<file path="config.mk">
export PLATFORM = sky130hd
export DESIGN_NAME = vid_scanout_fetch
export DESIGN_NICKNAME = d
export VERILOG_FILES = /design/src/rtl/vid_scanout_fetch.sv
export SDC_FILE = /design/constraint.sdc
export NUM_CORES = 1
export LEC_CHECK = 0
export ABC_AREA = 1
export CAP_MARGIN = 5
export CELL_PAD_IN_SITES_DETAIL_PLACEMENT = 1
export CELL_PAD_IN_SITES_GLOBAL_PLACEMENT = 1
export CORE_ASPECT_RATIO = 0.5
export CORE_UTILIZATION = 43
export CTS_CLUSTER_SIZE = 25
export DETAILED_ROUTE_END_ITERATION = 7
export GPL_ROUTABILITY_DRIVEN = 1
export PLACE_DENSITY_LB_ADDON = 0.05
export SLEW_MARGIN = 20
export SYNTH_ARGS = -nofsm -noshare
export SYNTH_HDL_FRONTEND = slang
export SYNTH_SLANG_ARGS = --single-unit
export TNS_END_PERCENT = 100
</file>
<file path="constraint.sdc">
create_clock -name clk -period 3.1 [get_ports clk]
set_input_delay 0.62 -clock clk [delete_from_list [all_inputs] [get_ports clk]]
set_output_delay 0.62 -clock clk [all_outputs]
set_load 0.02 [all_outputs]
</file>
<file path="src/rtl/vid_scanout_fetch.sv">
// Scanout fetch engine: walks a framebuffer line by line (each source line
// fetched LINE_REPEAT times), buffers returned words in a small FIFO and
// serialises them into 8-bit palette indices, low byte first.
module vid_scanout_fetch #(
    parameter int H_WORDS     = 80,
    parameter int V_LINES     = 200,
    parameter int LINE_REPEAT = 2,
    parameter int FIFO_DEPTH  = 8
) (
    input  logic        clk,
    input  logic        rst_n,
    input  logic        frame_start,
    input  logic [13:0] fb_base,
    output logic [13:0] v_addr_0,
    output logic        v_re_0,
    input  logic [31:0] v_data_1,
    output logic [7:0]  pix_data,
    output logic        pix_valid,
    input  logic        pix_ready,
    output logic        stat_underrun,
    output logic        stat_done
);

    localparam int AW = $clog2(FIFO_DEPTH);
    localparam int XW = (H_WORDS > 1) ? $clog2(H_WORDS) : 1;
    localparam int RW = (LINE_REPEAT > 1) ? $clog2(LINE_REPEAT) : 1;
    localparam int YW = (V_LINES > 1) ? $clog2(V_LINES) : 1;

    typedef enum logic [1:0] {
        ST_IDLE  = 2'd0,
        ST_FETCH = 2'd1,
        ST_DONE  = 2'd2
    } state_t;

    // Little-endian byte lane selection of a framebuffer word.
    function automatic logic [7:0] byte_sel(input logic [31:0] word, input logic [1:0] idx);
        logic [7:0] b;
        case (idx)
            2'd0:    b = word[7:0];
            2'd1:    b = word[15:8];
            2'd2:    b = word[23:16];
            2'd3:    b = word[31:24];
            default: b = 8'd0;
        endcase
        return b;
    endfunction

    state_t          state_r;
    logic [13:0]     line_r;
    logic [XW-1:0]   x_r;
    logic [RW-1:0]   rep_r;
    logic [YW-1:0]   y_r;
    logic            re_r;
    logic [13:0]     addr_r;
    logic            last_r;
    logic            done_r;
    logic            inflight_r;

    logic [31:0]     mem_r [FIFO_DEPTH];
    logic [AW-1:0]   wr_ptr_r;
    logic [AW-1:0]   rd_ptr_r;
    logic [AW:0]     cnt_r;
    logic [1:0]      idx_r;

    logic            re_eff_s;
    logic            accept_s;
    logic            pop_s;
    logic            push_s;
    logic [AW:0]     cnt_next_s;
    logic            room_s;
    logic            issue_s;
    logic [XW-1:0]   src_x_s;
    logic [RW-1:0]   src_rep_s;
    logic [YW-1:0]   src_y_s;
    logic [13:0]     src_line_s;
    logic [13:0]     issue_addr_s;
    logic            x_end_s;
    logic            rep_end_s;
    logic            y_end_s;
    logic            final_s;
    logic [XW-1:0]   nxt_x_s;
    logic [RW-1:0]   nxt_rep_s;
    logic [YW-1:0]   nxt_y_s;
    logic [13:0]     nxt_line_s;

    // Read issue decision, FIFO bookkeeping and next fetch position.
    always_comb begin
        // A read scheduled for the frame_start cycle belongs to the old frame
        // and is suppressed at the pin.
        re_eff_s   = re_r & ~frame_start;
        pix_valid  = (cnt_r != '0);
        accept_s   = pix_valid & pix_ready;
        pop_s      = accept_s & (idx_r == 2'd3);
        push_s     = inflight_r & ~frame_start;
        cnt_next_s = cnt_r + (AW+1)'(push_s) - (AW+1)'(pop_s);
        // Occupancy after this edge plus the read already on the bus must leave a slot.
        room_s     = (({1'b0, cnt_next_s}) + (AW+2)'(re_r)) < (AW+2)'(FIFO_DEPTH);

        if (frame_start) begin
            issue_s    = 1'b1;
            src_x_s    = '0;
            src_rep_s  = '0;
            src_y_s    = '0;
            src_line_s = fb_base;
        end else begin
            issue_s    = (state_r == ST_FETCH) & ~last_r & room_s;
            src_x_s    = x_r;
            src_rep_s  = rep_r;
            src_y_s    = y_r;
            src_line_s = line_r;
        end

        issue_addr_s = src_line_s + 14'(src_x_s);
        x_end_s      = (src_x_s == XW'(H_WORDS - 1));
        rep_end_s    = (src_rep_s == RW'(LINE_REPEAT - 1));
        y_end_s      = (src_y_s == YW'(V_LINES - 1));
        final_s      = x_end_s & rep_end_s & y_end_s;

        nxt_x_s    = src_x_s + XW'(1);
        nxt_rep_s  = src_rep_s;
        nxt_y_s    = src_y_s;
        nxt_line_s = src_line_s;
        if (x_end_s) begin
            nxt_x_s = '0;
            if (rep_end_s) begin
                nxt_rep_s  = '0;
                nxt_line_s = src_line_s + 14'(H_WORDS);
                if (y_end_s) begin
                    nxt_y_s = '0;
                end else begin
                    nxt_y_s = src_y_s + YW'(1);
                end
            end else begin
                nxt_rep_s = src_rep_s + RW'(1);
            end
        end else begin
            nxt_x_s = src_x_s + XW'(1);
        end

        v_re_0        = re_eff_s;
        v_addr_0      = addr_r;
        stat_done     = done_r;
        stat_underrun = (state_r == ST_FETCH) & pix_ready & ~pix_valid;
        if (pix_valid) begin
            pix_data = byte_sel(mem_r[rd_ptr_r], idx_r);
        end else begin
            pix_data = 8'd0;
        end
    end

    // Frame state machine and fetch address generator.
    always_ff @(posedge clk or negedge rst_n) begin
        if (!rst_n) begin
            state_r    <= ST_IDLE;
            line_r     <= 14'd0;
            x_r        <= '0;
            rep_r      <= '0;
            y_r        <= '0;
            re_r       <= 1'b0;
            addr_r     <= 14'd0;
            last_r     <= 1'b0;
            done_r     <= 1'b0;
            inflight_r <= 1'b0;
        end else begin
            case (state_r)
                ST_IDLE: begin
                    if (frame_start) state_r <= ST_FETCH;
                    else             state_r <= ST_IDLE;
                end
                ST_FETCH: begin
                    if (frame_start)  state_r <= ST_FETCH;
                    else if (last_r)  state_r <= ST_DONE;
                    else              state_r <= ST_FETCH;
                end
                ST_DONE: begin
                    if (frame_start) state_r <= ST_FETCH;
                    else             state_r <= ST_DONE;
                end
                default: state_r <= ST_IDLE;
            endcase

            // Done flags the cycle after the final read was on the bus.
            if (frame_start) begin
                done_r <= 1'b0;
            end else if ((state_r == ST_FETCH) && last_r) begin
                done_r <= 1'b1;
            end else begin
                done_r <= done_r;
            end

            re_r       <= issue_s;
            inflight_r <= re_eff_s;
            if (issue_s) begin
                addr_r <= issue_addr_s;
                x_r    <= nxt_x_s;
                rep_r  <= nxt_rep_s;
                y_r    <= nxt_y_s;
                line_r <= nxt_line_s;
                last_r <= final_s;
            end else begin
                last_r <= 1'b0;
            end
        end
    end

    // FIFO pointers, occupancy and byte index of the head word.
    always_ff @(posedge clk or negedge rst_n) begin
        if (!rst_n) begin
            wr_ptr_r <= '0;
            rd_ptr_r <= '0;
            cnt_r    <= '0;
            idx_r    <= 2'd0;
        end else if (frame_start) begin
            wr_ptr_r <= '0;
            rd_ptr_r <= '0;
            cnt_r    <= '0;
            idx_r    <= 2'd0;
        end else begin
            if (push_s) wr_ptr_r <= wr_ptr_r + AW'(1);
            if (pop_s)  rd_ptr_r <= rd_ptr_r + AW'(1);
            cnt_r <= cnt_next_s;
            if (accept_s) idx_r <= idx_r + 2'd1;
        end
    end

    // FIFO storage; contents are only observed while occupancy is non-zero.
    always_ff @(posedge clk) begin
        if (push_s) begin
            mem_r[wr_ptr_r] <= v_data_1;
        end
    end

endmodule
</file>
==> results.md <==
Status:
- The flow ran to the end, and the final reports show no timing, DRC or antenna violations.

Critical path:
- STA classifies the critical path endpoint as an output port.
- On the worst path, the slowest cell contributes a delay of 540 ps.
- The category of the most critical setup path is reg2out.
- Of all nets on the critical path, the largest fanout is 34.
- The required time reported for the critical path endpoint is 2480 ps.
- The startpoint type of the worst setup path is a flop.
- Walking the worst path, the cells encountered are buf_6 > nor2_1 > nor2_1 > o21ai_0 > nand3_1 > nand3_1 > nand2_1 > nor2_1 > nor2_1 > buf_4.
- At the worst endpoint, the arrival time is 2430 ps.
- The critical path's slowest cell is sky130_fd_sc_hd__dfrtp_4.
- The cell repeated most along the worst path is sky130_fd_sc_hd__nor2_1.

Timing:
- The max-slew violation count is 0.
- The transition time at the pin with the least slew margin is 648 ps.
- The setup violation total in the final timing report is 0.
- The worst pin sits at a relative slew slack of 56.8%.
- The achievable clock frequency is 328 MHz.
- The minimum clock period is 3050 ps.
- Summed over all failing endpoints, the final setup total negative slack is 0 ps.
- On the final layout, the worst clock skew is 19.0 ps.
- The share of the clock period used by the worst path is 98.5%.
- The number of endpoints with negative hold slack in the final report is 0.
- Setup repair after global routing could not meet its margin everywhere.

Cells and area:
- In the final layout, the share of cells above drive strength 1 is 12.7%.
- The number of antenna repair diodes is 0.
- The top cell types in the final layout, fill and taps aside, are sky130_fd_sc_hd__nand2_1, sky130_fd_sc_hd__edfxtp_1, sky130_fd_sc_hd__nand3_1, sky130_fd_sc_hd__nor2_1, sky130_fd_sc_hd__inv_1.
- Counting the fill cells in the layout gives 3,435.
- Leaving out fill and tap cells, the most frequent cell in the layout is sky130_fd_sc_hd__nand2_1.
- The layout-stage area growth over the synthesis result is 20.8%.
- The net count of the finished layout is 1,589.
- The finished cells cover 17,300 sq um.

Power and ir drop:
- VDD sags by at most 0.358 mV.
- For this design the ratio of total power to cell area is 613 nW/um^2.
- In this run the static leakage power is 6.73 nW.

Clock tree:
- For this design, the sink count on the clock tree is 318.
- The clock buffer count from CTS is 30.
- CTS placed an instance of sky130_fd_sc_hd__clkbuf_16 at the clock tree root.
- Clock-pin slew was measured on the worst setup and hold paths at 70 ps.
- In this run the deepest clock path goes through 3 buffers.
- The number of H-tree levels is 1.
- The clock latency at the later pin of the worst-skew pair is 590 ps.
- The TritonCTS clock tree is yes.
- The number of buffers inserted for hold repair after clock tree synthesis is 0.

GRT:
- Global routing used 23.9% of the available tracks across all layers.
- The pin count of the biggest net entering global routing is 43.
- After global routing the overflow that remains totals 0.
- The initial antenna violation count is 1.
- The first-pass GRT wire length is 61,800 microns.
- The number of global-route vias before repair is 11.2k.

Floorplanning:
- In this run the horizontal extent of the chip is 260 microns.
- The floorplan step defined a die boundary enclosing 34,000 sq um.
- In this run the count of I/O pins placed on the die edge is 76.
- The starting density of the core is 44.5%.
- The y dimension of the die is 131 microns.
- The floorplan has 46 rows.
- The total area inside the core boundary comes to 32,200 sq um.

Synthesis:
- The async set-or-reset flop fraction in the synthesized netlist is 19.5%.
- The netlist uses 43 different library cells.
- The leading register cell type out of synthesis is sky130_fd_sc_hd__edfxtp_1.
- The number of nets in the synthesized netlist is 1,489.
- Averaged over all synthesized cells, the footprint is 10.1 sq um.
- The post-synthesis cell area is 14,300 sq um.
- Synthesis produced 1,415 cells.
- Summing the sequential cell areas from Yosys gives 64.6% of the chip area.
- The count of yosys warnings during synthesis is 0.
- The synthesized design contains 318 register bits.
- In this run, synthesis inferred 256 flip-flops with an integrated enable.

Route:
- The detail route stage leaves a number of antenna-violating nets equal to 0.
- The number of vias after detailed routing is 10.5k.
- The average wire per standard cell is 20.4 microns.
- For this run, design rule violations remaining after detail routing come to 0.
- The count of routing violations after the opening detailed-route iteration is 601.
- The count of TritonRoute iterations in the first routing pass is 5.
- After detailed routing, the number of vias per cell comes to 5.33.
- The final wirelength is 40,300 microns.

Placed design:
- The global placement routability congestion is 0.830.
- The HPWL after detailed placement is 23,900 microns.
- The placed instances occupy a cell area of 15,900 sq um.
- In this run the tool buffered the top-level ports with 75 buffer cells.

Run:
- The max-capacitance violation count is 0.

Min path:
- The class of the tightest hold or removal check is in2async.
[synth_stat cells (all sizes together) (5+ instances only)]
library cell    n  share of area, %
inv            76               2.0
xor2            6              0.37
a21oi          14              0.49
nor2          186               5.3
edfxtp        256                54
nand2         386                10
ha             22               1.9
nor3            7              0.31
nand4           8              0.39
dfrtp          62                11
xnor2           5              0.31
clkbuf         19              0.50
o21ai          97               3.4
buf            50               1.8
nand3         205               7.3
[path summary, 6_finish.rpt]
| check | from | slack, ps | depth (start not counted) | endpoint |
|---|---|---|---|---|
| max | rd_ptr_r[0] | 50 | 10 | pix_data[0] |
| max reg2reg | cnt_r[2] | 190 | 19 | v_addr_0[0] |
| max in group asynchronous | rst_n | 2260 | 2 | idx_r[0] |
| min in group clk | line_r[3] | 470 | 2 | line_r[3] |
| min | rst_n | 60 | 1 | line_r[1] |
| min reg2reg | line_r[3] | 470 | 2 | line_r[3] |
[layout make-up]
cell class / instances / area, sq um / area share [%]
clock inverter: 19 / 190 / 1.10
multi-input combinational: 950 / 4650 / 26.9
clock buffer: 36 / 773 / 4.48
tap: 432 / 541 / 3.13
inverter: 78 / 312 / 1.80
timing repair buffer: 137 / 1560 / 9.03
sequential: 318 / 9240 / 53.5
[logic make-up after synthesis]
group / count (synthesis) / synth area share [%]
AOI/OAI and AO/OA: 116 / 4.21
xor gates and xnor gates: 11 / 0.674
adders and majority gates: 24 / 2.20
buffers and inverters: 147 / 4.42
DFF: 318 / 64.6
and+or+nand+nor: 799 / 23.9
[sequential cells by signal, indices dropped and copies added, names as in the netlist]
name	count
stat_done	1
re_r	1
cnt_r	4
state_r	2
line_r	14
last_r	1
idx_r	2
inflight_r	1
rd_ptr_r	3
rep_r	1
wr_ptr_r	3
x_r	7
mem_r	256
y_r	8
v_addr_0	14
[report_power, final]
group          internal [mW]  total [mW]  switching [mW]
registers               4.90        5.04           0.136
clock network           2.03        3.68            1.64
logic                  0.700        1.86            1.16
[worst max-delay path, delay by kind of cell, from the launching register on]
family	cells	cell delay (ps)
buffers and inverters	2	480
flip-flops	1	540
AND/OR/NAND/NOR	7	690
AO/OA/AOI/OAI	1	110
[per-layer routing]
metal / wire length (microns) / up-vias / GRT usage (%) / share of wire (%)
met5: 0 / - / 0 / 0
met4: 635 / 0 / 4.67 / 1.6
met3: 1530 / 46 / 3.51 / 3.8
met2: 20400 / 184 / 43.6 / 51
met1: 17800 / 5275 / 30.6 / 44
li1: - / 4996 / - / -
[through the flow]
step / hold WS, ps / power [mW] / cells / util (%) / worst slack (ps)
global placement: 451 / 6.86 / 1902 / 49.5 / -186
CTS: 62.4 / 10.6 / 1963 / 53.0 / -101
floorplan: 324 / 6.07 / 1415 / - / -36.3
detailed placement: 459 / 6.91 / 1902 / 49.5 / -262
finish: 61.8 / 10.6 / 1970 / 53.7 / 47.2
global route: 75.3 / 11.0 / 1970 / 53.7 / -35.0
[repair_timing]
item,4_1_cts,5_1_grt
endpoints found under the setup margin,28,46
setup buffers,2,6
gates cloned,4,1
pin swaps,1,13
resized for setup,50,65
No activity file was read; power rests on OpenSTA's default activity.
